File: src/rtl/entrada_monto_if.sv
// Keypad amount-entry bus between the ATM controller (master) and entrada_monto (slave).
interface entrada_monto_if;
    logic        habilitar;
    logic [3:0]  tecla;
    logic        tecla_stb;
    logic [31:0] monto;
    logic        monto_stb;
    logic [3:0]  digitos;
    logic        error_formato;
    logic        tiempo_agotado;

    modport master (
        output habilitar, tecla, tecla_stb,
        input  monto, monto_stb, digitos, error_formato, tiempo_agotado
    );

    modport slave (
        input  habilitar, tecla, tecla_stb,
        output monto, monto_stb, digitos, error_formato, tiempo_agotado
    );
endinterface

File: src/rtl/entrada_monto.sv
// Decimal amount capture from a keypad: accumulates digits, delivers a binary amount
// on enter, with clear, digit limit, idle timeout and one amount per transaction.
module entrada_monto #(
    parameter int unsigned MAX_DIGITOS    = 9,
    parameter int unsigned TIMEOUT_CICLOS = 1000
) (
    input logic            clk,
    input logic            rst,
    entrada_monto_if.slave bus
);
    localparam int unsigned   CW    = $clog2(TIMEOUT_CICLOS + 1);
    localparam logic [3:0]    MAX_D = 4'(MAX_DIGITOS);
    localparam logic [CW-1:0] LIM   = CW'(TIMEOUT_CICLOS - 1);

    typedef enum logic [1:0] {
        INACTIVO    = 2'd0,
        CAPTURA     = 2'd1,
        ESPERA_BAJA = 2'd2
    } estado_t;

    estado_t       estado, estado_sig;
    logic [31:0]   acc, acc_sig;
    logic [3:0]    dig, dig_sig;
    logic [CW-1:0] cnt, cnt_sig;
    logic [31:0]   monto_r, monto_sig;
    logic          stb_r, stb_sig;
    logic          err_r, err_sig;
    logic          to_r, to_sig;
    // Set by a timeout; blocks reentry until habilitar has been seen low.
    logic          bloq, bloq_sig;

    always_ff @(posedge clk) begin
        if (!rst) begin
            estado  <= INACTIVO;
            acc     <= '0;
            dig     <= '0;
            cnt     <= '0;
            monto_r <= '0;
            stb_r   <= 1'b0;
            err_r   <= 1'b0;
            to_r    <= 1'b0;
            bloq    <= 1'b0;
        end else begin
            estado  <= estado_sig;
            acc     <= acc_sig;
            dig     <= dig_sig;
            cnt     <= cnt_sig;
            monto_r <= monto_sig;
            stb_r   <= stb_sig;
            err_r   <= err_sig;
            to_r    <= to_sig;
            bloq    <= bloq_sig;
        end
    end

    always_comb begin
        estado_sig = estado;
        acc_sig    = acc;
        dig_sig    = dig;
        cnt_sig    = cnt;
        monto_sig  = monto_r;
        stb_sig    = 1'b0;
        err_sig    = 1'b0;
        to_sig     = 1'b0;
        bloq_sig   = bloq;

        unique case (estado)
            INACTIVO: begin
                acc_sig = '0;
                dig_sig = '0;
                cnt_sig = '0;
                if (!bus.habilitar)
                    bloq_sig = 1'b0;
                else if (!bloq)
                    estado_sig = CAPTURA;
            end

            CAPTURA: begin
                if (!bus.habilitar) begin
                    estado_sig = INACTIVO;
                    acc_sig    = '0;
                    dig_sig    = '0;
                    cnt_sig    = '0;
                end else if (bus.tecla_stb) begin
                    // A key always restarts the idle count, even on the expiry cycle.
                    cnt_sig = '0;
                    if (bus.tecla <= 4'd9) begin
                        if (dig < MAX_D) begin
                            acc_sig = (acc << 3) + (acc << 1) + {28'd0, bus.tecla};
                            dig_sig = dig + 4'd1;
                        end else begin
                            err_sig = 1'b1;
                        end
                    end else if (bus.tecla == 4'hA) begin
                        acc_sig = '0;
                        dig_sig = '0;
                    end else if (bus.tecla == 4'hB) begin
                        if (dig != 4'd0) begin
                            monto_sig  = acc;
                            stb_sig    = 1'b1;
                            acc_sig    = '0;
                            dig_sig    = '0;
                            estado_sig = ESPERA_BAJA;
                        end else begin
                            err_sig = 1'b1;
                        end
                    end
                end else if (cnt == LIM) begin
                    to_sig     = 1'b1;
                    acc_sig    = '0;
                    dig_sig    = '0;
                    cnt_sig    = '0;
                    bloq_sig   = 1'b1;
                    estado_sig = INACTIVO;
                end else begin
                    cnt_sig = cnt + 1'b1;
                end
            end

            ESPERA_BAJA: begin
                cnt_sig = '0;
                if (!bus.habilitar)
                    estado_sig = INACTIVO;
            end

            default: estado_sig = INACTIVO;
        endcase
    end

    assign bus.monto          = monto_r;
    assign bus.monto_stb      = stb_r;
    assign bus.digitos        = dig;
    assign bus.error_formato  = err_r;
    assign bus.tiempo_agotado = to_r;
endmodule

File: src/flat_wrapper.sv
// flat-port wrapper written by rule: the top's interface ports become plain ports
module entrada_monto_flat 
#(
    parameter int unsigned MAX_DIGITOS    = 9,
    parameter int unsigned TIMEOUT_CICLOS = 1000
)
  (clk, rst, bus_habilitar, bus_tecla, bus_tecla_stb, bus_monto, bus_monto_stb, bus_digitos, bus_error_formato, bus_tiempo_agotado);
  entrada_monto_if bus_i ();
  input logic clk;
  input logic rst;
  input wire logic [$bits(bus_i.habilitar)-1:0] bus_habilitar;
  input wire logic [$bits(bus_i.tecla)-1:0] bus_tecla;
  input wire logic [$bits(bus_i.tecla_stb)-1:0] bus_tecla_stb;
  output wire logic [$bits(bus_i.monto)-1:0] bus_monto;
  output wire logic [$bits(bus_i.monto_stb)-1:0] bus_monto_stb;
  output wire logic [$bits(bus_i.digitos)-1:0] bus_digitos;
  output wire logic [$bits(bus_i.error_formato)-1:0] bus_error_formato;
  output wire logic [$bits(bus_i.tiempo_agotado)-1:0] bus_tiempo_agotado;
  assign bus_i.habilitar = bus_habilitar;
  assign bus_i.tecla = bus_tecla;
  assign bus_i.tecla_stb = bus_tecla_stb;
  assign bus_monto = bus_i.monto;
  assign bus_monto_stb = bus_i.monto_stb;
  assign bus_digitos = bus_i.digitos;
  assign bus_error_formato = bus_i.error_formato;
  assign bus_tiempo_agotado = bus_i.tiempo_agotado;
  entrada_monto #(.MAX_DIGITOS(MAX_DIGITOS), .TIMEOUT_CICLOS(TIMEOUT_CICLOS)) u_core (.clk(clk), .rst(rst), .bus(bus_i));
endmodule
File: config.mk
export PLATFORM = sky130hd
export DESIGN_NAME = entrada_monto_flat
export DESIGN_NICKNAME = d
export VERILOG_FILES = /design/src/rtl/entrada_monto_if.sv /design/src/rtl/entrada_monto.sv /design/src/flat_wrapper.sv
export SDC_FILE = /design/constraint.sdc
export NUM_CORES = 1
export LEC_CHECK = 0
export BUFFER_PORTS_ARGS = -buffer_cell sky130_fd_sc_hd__buf_2
export CORE_MARGIN = 5
export CORE_UTILIZATION = 53
export DETAILED_ROUTE_END_ITERATION = 7
export PLACE_DENSITY = 0.86
export SYNTH_ARGS = -nofsm -noshare
export SYNTH_HDL_FRONTEND = slang
export SYNTH_SLANG_ARGS = --single-unit
export TNS_END_PERCENT = 5
File: constraint.sdc
create_clock -name clk -period 3.4 [get_ports clk]
set_input_delay 0.51 -clock clk [delete_from_list [all_inputs] [get_ports clk]]
set_output_delay 0.51 -clock clk [all_outputs]
set_load 0.02 [all_outputs]
# ---- Word-level counts from Yosys, hierarchy flattened
# Cells that the tools add are included.
dict set report word_totals {
  register_bits 84
  in_bits 8
  out_inout_bits 39
  elab_cells 99
}
dict set report classes {
  add_sub_neg 4
  order_cmp 2
  eq_ne 20
  muxes 45
  bitwise_logic 7
  reduce_logical 12
}
# cell n
set ops {}
lappend ops {{two-way mux 32 bit} 8}
lappend ops {{case mux 32 bit (2 select lines)} 1}
lappend ops {{adder 32 bit} 1}
lappend ops {{adder 32 x 4 -> 32 bit} 1}
lappend ops {{two-way mux 4 bit} 8}
lappend ops {{two-way mux 10 bit} 3}
lappend ops {{two-way mux 2 bit} 10}
lappend ops {{case mux 10 bit (2 select lines)} 1}
lappend ops {{!= test 2 bit, second input constant} 6}
lappend ops {{!= test 4 x 3 -> 1 bit, second input constant} 3}
lappend ops {{!= test 6 x 3 -> 1 bit, second input constant} 2}
lappend ops {{two-way mux 1 bit} 11}
lappend ops {{adder 10 x 1 -> 10 bit, second input constant} 1}
lappend ops {{== test 10 bit, second input constant} 1}
lappend ops {{AND reduction 5 bit} 2}
lappend ops {{== test 4 bit, second input constant} 2}
lappend ops {{!= test 4 bit, second input constant} 2}
lappend ops {{case mux 4 bit (2 select lines)} 1}
lappend ops {{AND reduction 8 bit} 1}
lappend ops {{inverter 1 bit} 7}
lappend ops {{AND reduction 7 bit} 1}
lappend ops {{OR reduction 7 bit} 1}
lappend ops {{case mux 2 bit (3 select lines)} 1}
lappend ops {{!= test 5 bit, second input constant} 1}
lappend ops {{13 further kinds} 14}

# ---- Logic depth before layout (Yosys ltp)
dict set report depth {
  word_depth 8
  depth_mapped 12
  depth_no_buf 12
}

# ---- Least setup slack after synthesis
# OpenSTA, ideal clock, no wires.
dict set report synth_timing {
  path_type {input to register}
  start {in bus_tecla[3]}
  end {reg u_core.acc[30]}
  setup_ps 117
  arrival_ps 3349
  path_slack_ps -66
  path_stages 12
  path_buffers 0
  cell_sequence {inv_1 > fa_1 > inv_1 > fa_1 > a211oi_1 > nor4_1 > or4_1 > o21a_1 > o221ai_2 > o31ai_1 > xor2_1 > a22o_1}
}
dict set report synth_via {
  elab_chain_len 6
  elab_cells_between_ends 14
  cone_classes {add/sub: 1; order compare: 1; eq/ne: 5; mux: 6; reduce/logical: 1}
}
# item line
set synth_rtl {}
lappend synth_rtl {{start: declaration} flat_wrapper.sv:12} ;# input wire logic [$bits(bus_i.tecla)-1:0] bus_tecla;
lappend synth_rtl {{adder 32 x 4 -> 32 bit or == test 4 bit (tied branches)} {entrada_monto.sv:89, entrada_monto.sv:94}}
lappend synth_rtl {{two-way mux 32 bit (on tied branches)} {entrada_monto.sv:88, entrada_monto.sv:94}}
lappend synth_rtl {{two-way mux 32 bit} entrada_monto.sv:87} ;# if (bus.tecla <= 4'd9) begin
lappend synth_rtl {{two-way mux 32 bit} entrada_monto.sv:84} ;# end else if (bus.tecla_stb) begin
lappend synth_rtl {{two-way mux 32 bit} entrada_monto.sv:79} ;# if (!bus.habilitar) begin
lappend synth_rtl {{case mux 32 bit (2 select lines)} entrada_monto.sv:67} ;# unique case (estado)
lappend synth_rtl {{end signal: assignment} entrada_monto.sv:45} ;# acc <= acc_sig;
lappend synth_rtl {{end: declaration} entrada_monto.sv:22} ;# logic [31:0] acc, acc_sig;
# Parallel ways exist; a longest one is shown, timed or not. The select of a mux whose other input is x is not followed.
# A chain may end at the register's enable or synchronous reset.

# ---- Worst setup path in the final report
dict set report layout_timing {
  start {reg u_core.acc[0]}
  end {reg u_core.acc[30]}
}
dict set report layout_via {
  elab_chain_len 7
}
# item line
set layout_rtl {}
lappend layout_rtl {{adder 32 bit} entrada_monto.sv:89} ;# acc_sig = (acc << 3) + (acc << 1) + {28'd0, bus.tecla};
lappend layout_rtl {{adder 32 x 4 -> 32 bit} entrada_monto.sv:89}
lappend layout_rtl {{two-way mux 32 bit} entrada_monto.sv:88} ;# if (dig < MAX_D) begin
lappend layout_rtl {{two-way mux 32 bit} entrada_monto.sv:87}
lappend layout_rtl {{two-way mux 32 bit} entrada_monto.sv:84}
lappend layout_rtl {{two-way mux 32 bit} entrada_monto.sv:79}
lappend layout_rtl {{case mux 32 bit (2 select lines)} entrada_monto.sv:67}
# Every way passes these cells. The select of a mux whose other input is x is not followed.

==> flow_metrics.py <==
metrics = {
    "worst_setup_path": {
        "endpoint_kind": "flip-flop",
        "cp-endpoint": "u_core.acc[30]",
        "startpoint": "u_core.acc[0]",
        "start_kind": "flip-flop",
        "timing.rr.end": "u_core.acc[30]",
        "required_ns": 3.66,
        "cp_max_fo": 3,
        "reg2reg_from": "u_core.acc[0]",
        "critical_path_class": "flip-flop to flip-flop",
        "reg2reg_depth": 12,
        "crit_arrival_ns": 3.48,
        "ff2ff_setup_slack_ns": 0.18,
    },
    "floorplanning": {
        "dieArea_mm2": 0.0122,
        "rows": 36,
        "die_w_um": 110,
        "fp.dieH_um": 110,
        "start_util_pct": 54.4,
        "core-area_mm2": 0.00982,
        "io_pins": 47,
    },
    "timing": {
        "fin_crit_ns": 3.22,
        "setup_viol": 0,
        "tns_ns": 0,
        "rsz0062_at_grt": "no",
        "fin_skew_ns": 0.0117,
        "drv_slew": 0,
        "fmaxAchievable_mhz": 311,
        "final_hold_viol_count": 0,
        "fin_crit_sh_pct": 94.7,
        "relSlewSlack_pct": 46.9,
        "hold_slack_ns": 0.447,
        "worstMarginPinSlew_ns": 0.791,
    },
    "grt": {
        "grtUsageMet2_pct": 38.7,
        "antenna_found_initial": 0,
        "grt_max_degree": 74,
        "top_usage_layer": "met2",
        "gr-total-overflow": 0,
        "gr-usage-met3_pct": 4.83,
        "grt_pass1_vias": 4721,
        "grt_usage_pct": 22.0,
        "grt_util_met1_pct": 26.3,
        "grt_pass1_wl_mm": 21.6,
    },
    "place": {
        "place_congestion": 0.980,
        "hpwl_mm": 9.58,
        "place.port_buffers": 46,
    },
    "power_and_ir_drop": {
        "power_mw": 1.79,
        "p_per_area_mw_per_mm2": 303,
        "peakVddDrop_mv": 0.330,
        "leakage_nw": 2.64,
    },
    "yosys": {
        "ys_seq_area_share_pct": 31.5,
        "syn_nets": 723,
        "syn_inst": 651,
        "synth_edf_count": 0,
        "synth_area_per_cell_um2": 8.20,
        "synthesis.area_mm2": 0.00534,
        "synth_cell_types": 64,
        "synth-seq-cells": 84,
        "ys.flop_type": "dfxtp_1",
        "async_flop_share_pct": 0,
        "ys_warn_count": 0,
    },
    "clocking": {
        "clockBufferDepth": 2,
        "tritoncts": "done",
        "cts_hold_repair.buffers": 0,
        "clk_latency_ns": 0.36,
        "htreeDepth": 3,
        "cts_sinks": 84,
        "cts_made_buffers": 9,
        "path_clk_slew_ns": 0.09,
        "cts-root-buf": "clkbuf_8",
    },
    "run_status": {
        "outcome": "finished clean",
    },
    "cells_and_area": {
        "synthToLayoutAreaGrowth_pct": 11.1,
        "layout.nets": 765,
        "drive_gt1_share_pct": 13.2,
        "antenna_cells": 0,
    },
    "drt": {
        "vias": 4907,
        "viasPerCell": 5.90,
        "avgRoutedWirePerCell_um": 15.9,
        "routed_wl_mm": 13.2,
        "drc_errors": 0,
        "drt-pass1-iter-count": 5,
        "first_iter_violations": 269,
        "antenna_left": 0,
    },
    "worst_hold_path": {
        "min_path_type": "input port to flip-flop",
    },
    "job": {
        "maxCapViolCount": 0,
    },
}
placed cells by master, fill, tap and decap left out, types with 9 or more instances in the layout:
| cell | Yosys | routed |
|---|---|---|
| a21boi_0 | 41 | 41 |
| buf_4 | 1 | 19 |
| nor2b_1 | 22 | 22 |
| buf_2 | 6 | 46 |
| ha_1 | 62 | 62 |
| nand2_1 | 114 | 114 |
| clkbuf_8 | 0 | 9 |
| a22oi_1 | 9 | 9 |
| and3_1 | 10 | 10 |
| a21o_1 | 9 | 9 |
| nor2_1 | 25 | 25 |
| nor3_1 | 14 | 14 |
| o21ai_0 | 36 | 36 |
| inv_1 | 15 | 15 |
| nand3_1 | 17 | 17 |
| dfxtp_1 | 84 | 83 |
| xor2_1 | 17 | 17 |
| a21oi_1 | 35 | 35 |
| xnor2_1 | 10 | 10 |
area by class of cell:
| class | count | area, um^2 |
|---|---|---|
| clock buffers | 9 | 124 |
| inverters | 15 | 56.3 |
| clock inverters | 7 | 76.3 |
| fillers | 851 | 3890 |
| flip-flops and latches | 84 | 1680 |
| multi-input cells | 518 | 3450 |
| repair buffers | 65 | 373 |
| well taps | 133 | 166 |
logic make-up (layout without fill, tap and decap cells):
logic type / count (synthesis) / count (layout) / synth area share (%)
adders and majority gates: 64 / 64 / 15.3
AOI/OAI and AO/OA: 181 / 181 / 22.7
xor gates and xnor gates: 27 / 27 / 4.43
and+or+nand+nor: 246 / 246 / 22.2
DFF: 84 / 84 / 31.5
buffers and inverters: 49 / 96 / 3.94
synthesized netlist by cell type (10+ instances only):
| master | instances | share of area (%) |
|---|---|---|
| o21ai_0 | 36 | 3.4 |
| nand3_1 | 17 | 1.6 |
| nand2_1 | 114 | 8.0 |
| a21oi_1 | 35 | 3.3 |
| dfxtp_1 | 84 | 32 |
| a21boi_0 | 41 | 5.8 |
| nor2_1 | 25 | 1.8 |
| nor2b_1 | 22 | 2.6 |
| inv_1 | 15 | 1.1 |
| xnor2_1 | 10 | 1.6 |
| nor3_1 | 14 | 1.3 |
| and3_1 | 10 | 1.2 |
| ha_1 | 62 | 15 |
| xor2_1 | 17 | 2.8 |
| clkbuf_1 | 24 | 1.7 |
registers in the layout, indices dropped and copies added, names as in the netlist, 2 cells and up:
| name | cells |
|---|---|
| u_core.estado | 2 |
| u_core.bus.digitos | 4 |
| u_core.bus.monto | 32 |
| u_core.cnt | 10 |
| u_core.acc | 32 |
per-stage QoR:
| step | setup slack [ns] | util, % | instance area [um^2] | instances |
|---|---|---|---|---|
| CTS | 0.0712 | 60.4 | 5930 | 831 |
| finish | 0.182 | 60.4 | 5930 | 831 |
| detailed placement | -0.190 | 58.4 | 5730 | 815 |
| global placement | -0.164 | 58.4 | 5730 | 815 |
| floorplan | 0.0477 | - | 5350 | 651 |
| global route | 0.0223 | 60.4 | 5930 | 831 |
critical path, cell delays in order, from the launching register on:
cell,delay (ns)
dfxtp_1,0.35
inv_1,0.06
fa_1,0.49
inv_1,0.07
fa_2,0.43
a211oi_2,0.22
nor4_1,0.08
or4_1,0.53
o21a_1,0.20
o221ai_2,0.19
o31ai_1,0.13
xor2_1,0.16
a22o_1,0.21
report_power, final:
group          leakage, nW  internal [mW]  switching, mW  total, mW
clock network       0.0958          0.344          0.397      0.740
registers            0.677          0.985        0.00247      0.987
logic                 1.87         0.0276         0.0398     0.0674
total                 2.64           1.36          0.439       1.79
repair_timing:
item                                    4_1_cts  5_1_grt
endpoints found under the setup margin        0        2
buffers inserted                              0        0
resized for setup                             0        1
per-layer routing:
metal,wire [um],vias up
li1,-,2415
met1,5710,2293
met2,6330,166
met3,775,33
met4,375,0
met5,0,-
worst min-delay path by stage:
| stage | from | end | depth (start not counted) |
|---|---|---|---|
| after global placement | u_core.bus.monto[27] | u_core.bus.monto[27] | 2 |
| after CTS | bus_habilitar | u_core.bloq | 3 |
| after global routing | bus_habilitar | u_core.estado[1] | 3 |
| after detailed placement | u_core.bus.monto[16] | u_core.bus.monto[16] | 2 |
| final | bus_habilitar | u_core.bloq | 3 |
| after floorplan | u_core.acc[31] | u_core.acc[31] | 2 |
(Power assumes the default switching activity.)
